==> src/rtl/lsu_rmw_ctrl_if.sv <==
// LSU load/store sequencer bus bundle: pipeline request, data memory port,
// store-data rewrite stage port and completion status. The sequencer uses the
// slave modport; the surrounding pipeline/memory side uses master.
interface lsu_rmw_ctrl_if #(
    parameter int unsigned ADDR_W = 32
);
    // pipeline request
    logic              i_req_valid;
    logic              o_req_ready;
    logic              i_req_we;
    logic [ADDR_W-1:0] i_addr;
    logic [1:0]        i_st_type;
    logic [31:0]       i_st_data;
    // synchronous data memory
    logic [ADDR_W-3:0] o_mem_addr;
    logic              o_mem_re;
    logic              o_mem_we;
    logic [31:0]       o_mem_wdata;
    logic [31:0]       i_mem_rdata;
    // store-data rewrite stage
    logic [31:0]       o_rw_ld_data;
    logic [1:0]        o_rw_addr_segment;
    logic [1:0]        o_rw_st_type;
    logic [31:0]       o_rw_st_data;
    logic [31:0]       i_rw_new_data;
    // completion
    logic              o_done;
    logic              o_err;
    logic [31:0]       o_ld_data;

    modport slave (
        input  i_req_valid, i_req_we, i_addr, i_st_type, i_st_data,
        input  i_mem_rdata, i_rw_new_data,
        output o_req_ready,
        output o_mem_addr, o_mem_re, o_mem_we, o_mem_wdata,
        output o_rw_ld_data, o_rw_addr_segment, o_rw_st_type, o_rw_st_data,
        output o_done, o_err, o_ld_data
    );

    modport master (
        output i_req_valid, i_req_we, i_addr, i_st_type, i_st_data,
        output i_mem_rdata, i_rw_new_data,
        input  o_req_ready,
        input  o_mem_addr, o_mem_re, o_mem_we, o_mem_wdata,
        input  o_rw_ld_data, o_rw_addr_segment, o_rw_st_type, o_rw_st_data,
        input  o_done, o_err, o_ld_data
    );
endinterface

==> src/rtl/lsu_rmw_ctrl.sv <==
// LSU load/store sequencer. Sub-word stores run read-modify-write through the
// external rewrite stage; loads and word stores take shorter paths; illegal or
// misaligned requests are answered with o_err and never touch memory.
// Optional macro RMW_FWD_EN adds a last-written-word buffer that lets loads and
// sub-word stores to the most recently written word skip the memory read.
module lsu_rmw_ctrl #(
    parameter int unsigned ADDR_W = 32
) (
    input  logic          i_clk,
    input  logic          i_rst_n,
    lsu_rmw_ctrl_if.slave bus
);

    typedef enum logic [2:0] {
        S_IDLE = 3'd0,
        S_RD   = 3'd1,
        S_CAP  = 3'd2,
        S_MRG  = 3'd3,
        S_WR   = 3'd4,
        S_RESP = 3'd5
    } state_e;

    state_e            state_q, state_d;
    logic [ADDR_W-1:0] addr_q, addr_d;
    logic              we_q, we_d;
    logic [1:0]        st_type_q, st_type_d;
    logic [31:0]       st_data_q, st_data_d;
    logic              err_q, err_d;
    logic [31:0]       ld_word_q, ld_word_d;
    logic [31:0]       wdata_q, wdata_d;

`ifdef RMW_FWD_EN
    logic              fwd_vld_q, fwd_vld_d;
    logic [ADDR_W-3:0] fwd_addr_q, fwd_addr_d;
    logic [31:0]       fwd_data_q, fwd_data_d;
`endif

    logic accept;
    logic req_err;
    logic req_word_st;
    logic req_hit;

    // Decode the incoming request: acceptance, legality, path selection.
    always_comb begin
        accept      = bus.i_req_valid && (state_q == S_IDLE);
        req_word_st = bus.i_req_we && (bus.i_st_type == 2'd2);
        unique case (bus.i_st_type)
            2'd0:    req_err = 1'b0;
            2'd1:    req_err = bus.i_addr[0];
            2'd2:    req_err = (bus.i_addr[1:0] != 2'b00);
            default: req_err = 1'b1;
        endcase
`ifdef RMW_FWD_EN
        req_hit = fwd_vld_q && (fwd_addr_q == bus.i_addr[ADDR_W-1:2])
                  && !req_err && !req_word_st;
`else
        req_hit = 1'b0;
`endif
    end

    // Next-state logic of the sequencer.
    always_comb begin
        state_d = state_q;
        unique case (state_q)
            S_IDLE: begin
                if (accept) begin
                    if (req_err)          state_d = S_RESP;
                    else if (req_word_st) state_d = S_WR;
                    else if (req_hit)     state_d = bus.i_req_we ? S_MRG : S_RESP;
                    else                  state_d = S_RD;
                end
            end
            S_RD:    state_d = S_CAP;
            S_CAP:   state_d = we_q ? S_MRG : S_RESP;
            S_MRG:   state_d = S_WR;
            S_WR:    state_d = S_RESP;
            S_RESP:  state_d = S_IDLE;
            default: state_d = S_IDLE;
        endcase
    end

    // Datapath register updates: request capture, old-word capture, merged word.
    always_comb begin
        addr_d    = addr_q;
        we_d      = we_q;
        st_type_d = st_type_q;
        st_data_d = st_data_q;
        err_d     = err_q;
        ld_word_d = ld_word_q;
        wdata_d   = wdata_q;
`ifdef RMW_FWD_EN
        fwd_vld_d  = fwd_vld_q;
        fwd_addr_d = fwd_addr_q;
        fwd_data_d = fwd_data_q;
`endif
        if (accept) begin
            addr_d    = bus.i_addr;
            we_d      = bus.i_req_we;
            st_type_d = bus.i_st_type;
            st_data_d = bus.i_st_data;
            err_d     = req_err;
            if (req_word_st && !req_err) wdata_d = bus.i_st_data;
`ifdef RMW_FWD_EN
            if (req_hit) ld_word_d = fwd_data_q;
`endif
        end
        if (state_q == S_CAP) ld_word_d = bus.i_mem_rdata;
        if (state_q == S_MRG) wdata_d = bus.i_rw_new_data;
`ifdef RMW_FWD_EN
        if (state_q == S_WR) begin
            fwd_vld_d  = 1'b1;
            fwd_addr_d = addr_q[ADDR_W-1:2];
            fwd_data_d = wdata_q;
        end
`endif
    end

    // State and datapath registers with synchronous active-low reset.
    always_ff @(posedge i_clk) begin
        if (!i_rst_n) begin
            state_q   <= S_IDLE;
            addr_q    <= '0;
            we_q      <= 1'b0;
            st_type_q <= '0;
            st_data_q <= '0;
            err_q     <= 1'b0;
            ld_word_q <= '0;
            wdata_q   <= '0;
`ifdef RMW_FWD_EN
            fwd_vld_q  <= 1'b0;
            fwd_addr_q <= '0;
            fwd_data_q <= '0;
`endif
        end else begin
            state_q   <= state_d;
            addr_q    <= addr_d;
            we_q      <= we_d;
            st_type_q <= st_type_d;
            st_data_q <= st_data_d;
            err_q     <= err_d;
            ld_word_q <= ld_word_d;
            wdata_q   <= wdata_d;
`ifdef RMW_FWD_EN
            fwd_vld_q  <= fwd_vld_d;
            fwd_addr_q <= fwd_addr_d;
            fwd_data_q <= fwd_data_d;
`endif
        end
    end

    // Outputs decoded from state; data outputs come straight from registers.
    always_comb begin
        bus.o_req_ready       = (state_q == S_IDLE);
        bus.o_mem_re          = (state_q == S_RD);
        bus.o_mem_we          = (state_q == S_WR);
        bus.o_done            = (state_q == S_RESP);
        bus.o_err             = (state_q == S_RESP) && err_q;
        bus.o_mem_addr        = addr_q[ADDR_W-1:2];
        bus.o_mem_wdata       = wdata_q;
        bus.o_rw_ld_data      = ld_word_q;
        bus.o_rw_addr_segment = addr_q[1:0];
        bus.o_rw_st_type      = st_type_q;
        bus.o_rw_st_data      = st_data_q;
        bus.o_ld_data         = ld_word_q;
    end

endmodule
==> src/flat_wrapper.sv <==
// flat-port wrapper written by rule: the top's interface ports become plain ports
module lsu_rmw_ctrl_flat 
#(
    parameter int unsigned ADDR_W = 32
)
  (i_clk, i_rst_n, bus_i_req_valid, bus_i_req_we, bus_i_addr, bus_i_st_type, bus_i_st_data, bus_i_mem_rdata, bus_i_rw_new_data, bus_o_req_ready, bus_o_mem_addr, bus_o_mem_re, bus_o_mem_we, bus_o_mem_wdata, bus_o_rw_ld_data, bus_o_rw_addr_segment, bus_o_rw_st_type, bus_o_rw_st_data, bus_o_done, bus_o_err, bus_o_ld_data);
  lsu_rmw_ctrl_if #(.ADDR_W(ADDR_W)) bus_i ();
  input  logic i_clk;
  input  logic i_rst_n;
  input wire logic [$bits(bus_i.i_req_valid)-1:0] bus_i_req_valid;
  input wire logic [$bits(bus_i.i_req_we)-1:0] bus_i_req_we;
  input wire logic [$bits(bus_i.i_addr)-1:0] bus_i_addr;
  input wire logic [$bits(bus_i.i_st_type)-1:0] bus_i_st_type;
  input wire logic [$bits(bus_i.i_st_data)-1:0] bus_i_st_data;
  input wire logic [$bits(bus_i.i_mem_rdata)-1:0] bus_i_mem_rdata;
  input wire logic [$bits(bus_i.i_rw_new_data)-1:0] bus_i_rw_new_data;
  output wire logic [$bits(bus_i.o_req_ready)-1:0] bus_o_req_ready;
  output wire logic [$bits(bus_i.o_mem_addr)-1:0] bus_o_mem_addr;
  output wire logic [$bits(bus_i.o_mem_re)-1:0] bus_o_mem_re;
  output wire logic [$bits(bus_i.o_mem_we)-1:0] bus_o_mem_we;
  output wire logic [$bits(bus_i.o_mem_wdata)-1:0] bus_o_mem_wdata;
  output wire logic [$bits(bus_i.o_rw_ld_data)-1:0] bus_o_rw_ld_data;
  output wire logic [$bits(bus_i.o_rw_addr_segment)-1:0] bus_o_rw_addr_segment;
  output wire logic [$bits(bus_i.o_rw_st_type)-1:0] bus_o_rw_st_type;
  output wire logic [$bits(bus_i.o_rw_st_data)-1:0] bus_o_rw_st_data;
  output wire logic [$bits(bus_i.o_done)-1:0] bus_o_done;
  output wire logic [$bits(bus_i.o_err)-1:0] bus_o_err;
  output wire logic [$bits(bus_i.o_ld_data)-1:0] bus_o_ld_data;
  assign bus_i.i_req_valid = bus_i_req_valid;
  assign bus_i.i_req_we = bus_i_req_we;
  assign bus_i.i_addr = bus_i_addr;
  assign bus_i.i_st_type = bus_i_st_type;
  assign bus_i.i_st_data = bus_i_st_data;
  assign bus_i.i_mem_rdata = bus_i_mem_rdata;
  assign bus_i.i_rw_new_data = bus_i_rw_new_data;
  assign bus_o_req_ready = bus_i.o_req_ready;
  assign bus_o_mem_addr = bus_i.o_mem_addr;
  assign bus_o_mem_re = bus_i.o_mem_re;
  assign bus_o_mem_we = bus_i.o_mem_we;
  assign bus_o_mem_wdata = bus_i.o_mem_wdata;
  assign bus_o_rw_ld_data = bus_i.o_rw_ld_data;
  assign bus_o_rw_addr_segment = bus_i.o_rw_addr_segment;
  assign bus_o_rw_st_type = bus_i.o_rw_st_type;
  assign bus_o_rw_st_data = bus_i.o_rw_st_data;
  assign bus_o_done = bus_i.o_done;
  assign bus_o_err = bus_i.o_err;
  assign bus_o_ld_data = bus_i.o_ld_data;
  lsu_rmw_ctrl #(.ADDR_W(ADDR_W)) u_core (.i_clk(i_clk), .i_rst_n(i_rst_n), .bus(bus_i));
endmodule
==> config.mk <==
export PLATFORM = sky130hd
export DESIGN_NAME = lsu_rmw_ctrl_flat
export DESIGN_NICKNAME = d
export VERILOG_FILES = /design/src/rtl/lsu_rmw_ctrl_if.sv /design/src/rtl/lsu_rmw_ctrl.sv /design/src/flat_wrapper.sv
export SDC_FILE = /design/constraint.sdc
export NUM_CORES = 1
export LEC_CHECK = 0
export CAP_MARGIN = 40
export CORE_MARGIN = 5
export CORE_UTILIZATION = 35
export CTS_CLUSTER_SIZE = 30
export DETAILED_ROUTE_END_ITERATION = 7
export GPL_TIMING_DRIVEN = 0
export PLACE_DENSITY = 0.76
export SLEW_MARGIN = 25
export SYNTH_ARGS = -nofsm -noshare
export SYNTH_HDL_FRONTEND = slang
export SYNTH_SLANG_ARGS = --single-unit
==> constraint.sdc <==
create_clock -name i_clk -period 1.4 [get_ports i_clk]
set_clock_uncertainty 0.05 [all_clocks]
set_input_delay 0.28 -clock i_clk [delete_from_list [all_inputs] [get_ports i_clk]]
set_output_delay 0.28 -clock i_clk [all_outputs]
set_load 0.005 [all_outputs]
==> flow_metrics.tcl <==
set metrics [dict create \
    slew_headroom_pct 55.8 \
    cts_buffers 17 \
    status "finished with violations" \
    worstSetupStartpointType "register" \
    period_share_pct 120 \
    failed_checks "setup timing" \
    wl_um 23300 \
    area_growth_pct 94.3 \
    design_area_um2 10700 \
    ctsHoldBuffers 0 \
    reg2reg_to "u_core.addr_q[14]" \
    die_w_um 135 \
    gp_congestion 0.800 \
    critical_path.max_fanout 7 \
    path_cells "buf_6 > and3b_1 > and2_1 > buf_2" \
    finalHoldViolations 0 \
    die_h_um 135 \
    hold_class "in2reg" \
    clkSinkCount 135 \
    core_um2 15300 \
    postRouteAntennaNets 0 \
    syn_avg_cell_area_um2 8.44 \
    met1_usage_pct 26.6 \
    grt_max_degree 17 \
    fillers 1181 \
    start_util_pct 35.9 \
    antenna_found_initial 1 \
    fmax_ghz 0.597 \
    p_clk_share_pct 39.5 \
    wl_per_cell_um 18.8 \
    io_buffers 300 \
    fin_crit_ps 1670 \
    r2r_slack_ps -250 \
    row_count 45 \
    crit_type "reg2out" \
    finalMaxSlewViolations 0 \
    clk_latency_ps 410 \
    worst_pin_slew_ps 663 \
    multi_input_area_um2 2870 \
    cp.required_ps 1070 \
    ioPinCount 301 \
    cts_tree "yes" \
    reg2reg_depth 6 \
    overflow 0 \
    drtIter0Drc 235 \
    path_clk_slew_ps 60 \
    p_leak_nw 4.61 \
    totalPowerFinal_w 0.0112 \
    fin_nets 1148 \
    maxCapViolations 0 \
    grt_use_met2_pct 40.8 \
    worst_ir_drop_vdd_mv 0.854 \
    combPwrFrac_pct 22.4 \
    synth.distinct_cells 29 \
    cp.arrival_ps 1340 \
    clk_path_buf_depth 2 \
    dpl_cell_area_um2 8820 \
    viasPerCell 4.98 \
    netlist_instances 651 \
    busiest_layer "met2" \
    ys_ff_latch 135 \
    r2r_start "u_core.state_q[1]" \
    pre_cts_ws_ps -895 \
    first_pass_iters 4 \
    cts_max_level 4 \
    seqCellArea_um2 2780 \
    drive_gt1_share_pct 38.0 \
    power_switching_w 0.00299 \
    rsz0062_at_grt "true" \
    grt_use_met3_pct 7.76 \
    cts_root_buf "clkbuf_16" \
    ys_seq_area_share_pct 49.2 \
    pwr-share-seq_pct 38.1 \
    route.detailed.drc 0 \
    track_usage_pct 23.4 \
    endpoint_kind "output port" \
    crit_end "bus_o_err" \
    setup_viol 136 \
    syn_nets 785 \
    slowest_delay_ps 360 \
    vias 6169 \
    crit_start "u_core.state_q[1]" \
    grt_pass1_wl_um 33400 \
    dp_hpwl_um 15700 \
    power_density_nw_per_um2 1050 \
    setup_slack_ps -274 \
    dieArea_um2 18300 \
    intPower_w 0.00820 \
    swShare_pct 26.7 \
    grt_pass1_vias 6047 \
    synth_area_um2 5500 \
    slowest_stage "dfxtp_2" \
    yosysWarningCount 0 \
]
how the worst min path moves through the flow:
stage / start / endpoint / cells past startpoint
floorplan: bus_i_req_we / u_core.we_q / 2
global placement: u_core.we_q / u_core.we_q / 2
detailed placement: u_core.we_q / u_core.we_q / 2
CTS: bus_i_st_type[0] / u_core.bus.o_rw_st_type[0] / 3
global route: bus_i_addr[0] / u_core.addr_q[0] / 3
finish: bus_i_addr[0] / u_core.addr_q[0] / 3
stage by stage:
step	util, %	hold slack, ps	setup TNS (ps)	std cells
global route	69.7	188	-26900	1239
CTS	67.0	276	-24070	1232
finish	69.7	193	-21210	1239
detailed placement	57.6	393	-101470	1162
floorplan	-	366	-2120	651
global placement	57.6	389	-95670	1162
cell type report:
cell class	count	area share [%]
tap	211	2.47
sequential	135	26.0
buffer	82	7.26
inverter	1	0.0351
multi-input combinational	423	26.9
timing repair buffer	354	31.9
clock inverter	13	1.22
antenna	1	0.0234
clock buffer	19	4.24
layer usage:
layer  vias up  wire, um
met5         -         0
met4         0       639
met3        39      1750
met2       239     11900
met1      2941      9050
li1       2950         -
timing repair:
action	4_1_cts	5_1_grt
pin swaps	77	16
setup endpoints to repair	299	176
gates resized for setup	505	152
cloned	6	6
setup buffers	40	14
placed cells by master, fill, tap and decap left out, types with 3 or more instances in the layout:
cell type,Yosys,layout
and2_1,4,3
dfxtp_1,135,81
nand2_2,0,45
clkbuf_1,38,8
nand2_1,199,137
clkinv_4,0,4
clkbuf_16,0,22
a21oi_1,101,54
buf_6,0,50
dlygate4sd2_1,0,120
nand2_4,0,17
clkbuf_4,0,3
a311oi_2,0,10
a211oi_1,32,31
clkbuf_8,0,6
dfxtp_2,0,52
buf_12,0,3
clkdlybuf4s50_1,0,130
a21oi_2,0,47
clkbuf_2,0,20
buf_4,35,53
buf_2,17,10
buf_16,0,3
mux2i_2,0,5
clkdlybuf4s15_1,0,11
buf_8,0,14
a311oi_1,32,22
mux2i_1,33,26
clkinv_2,0,7
Yosys cell counts, drive strengths merged:
library cell  instances  area [um2]
a2111oi               1        8.76
a211oi               32         240
a21bo                 1        10.0
a21oi               101         505
a311oi               32         280
a31o                  1        8.76
and2                  4        25.0
and3b                 2        17.5
buf                  54         355
clkbuf               38         143
dfxtp               135        2700
inv                   1        3.75
mux2i                33         330
nand2               199         747
nor2                  3        11.3
nor2b                 1        6.26
nor3                  3        20.0
nor3b                 2        20.0
nor4                  1        6.26
nor4b                 1        8.76
o2111a                1        11.3
o21ai                 2        10.0
or3                   1        6.26
or3b                  1        8.76
or4b                  1        10.0
power groups by stage:
stage          registers (W)  clock network (W)  logic (W)
2_1_floorplan        0.00430                  0   0.000767
3_3_place_gp         0.00428                  0    0.00196
3_5_place_dp         0.00429                  0    0.00198
4_1_cts              0.00424            0.00449    0.00231
5_1_grt              0.00429            0.00466    0.00267
6_report             0.00426            0.00442    0.00251
cell families (layout without fill, tap and decap cells):
logic type	count (synthesis)	after routing	share of synthesized area (%)
multiplexers	33	33	6.01
AND/OR/NAND/NOR	219	219	16.1
buffers and inverters	93	469	9.13
flip-flops	135	135	49.2
other	0	1	0
AO/OA/AOI/OAI	171	171	19.6
worst max-delay path, delay by kind of cell (launching register included):
| family | cells | cell delay [ps] |
|---|---|---|
| buffers and inverters | 2 | 260 |
| DFF | 1 | 360 |
| and+or+nand+nor | 2 | 310 |
state kept, by name, indices dropped and copies added, names as in the netlist:
register,flops
u_core.addr_q,32
u_core.bus.o_ld_data,32
u_core.bus.o_mem_wdata,32
u_core.bus.o_rw_st_data,32
u_core.bus.o_rw_st_type,2
u_core.err_q,1
u_core.state_q,3
u_core.we_q,1
Power figures use the tool's default switching activity.
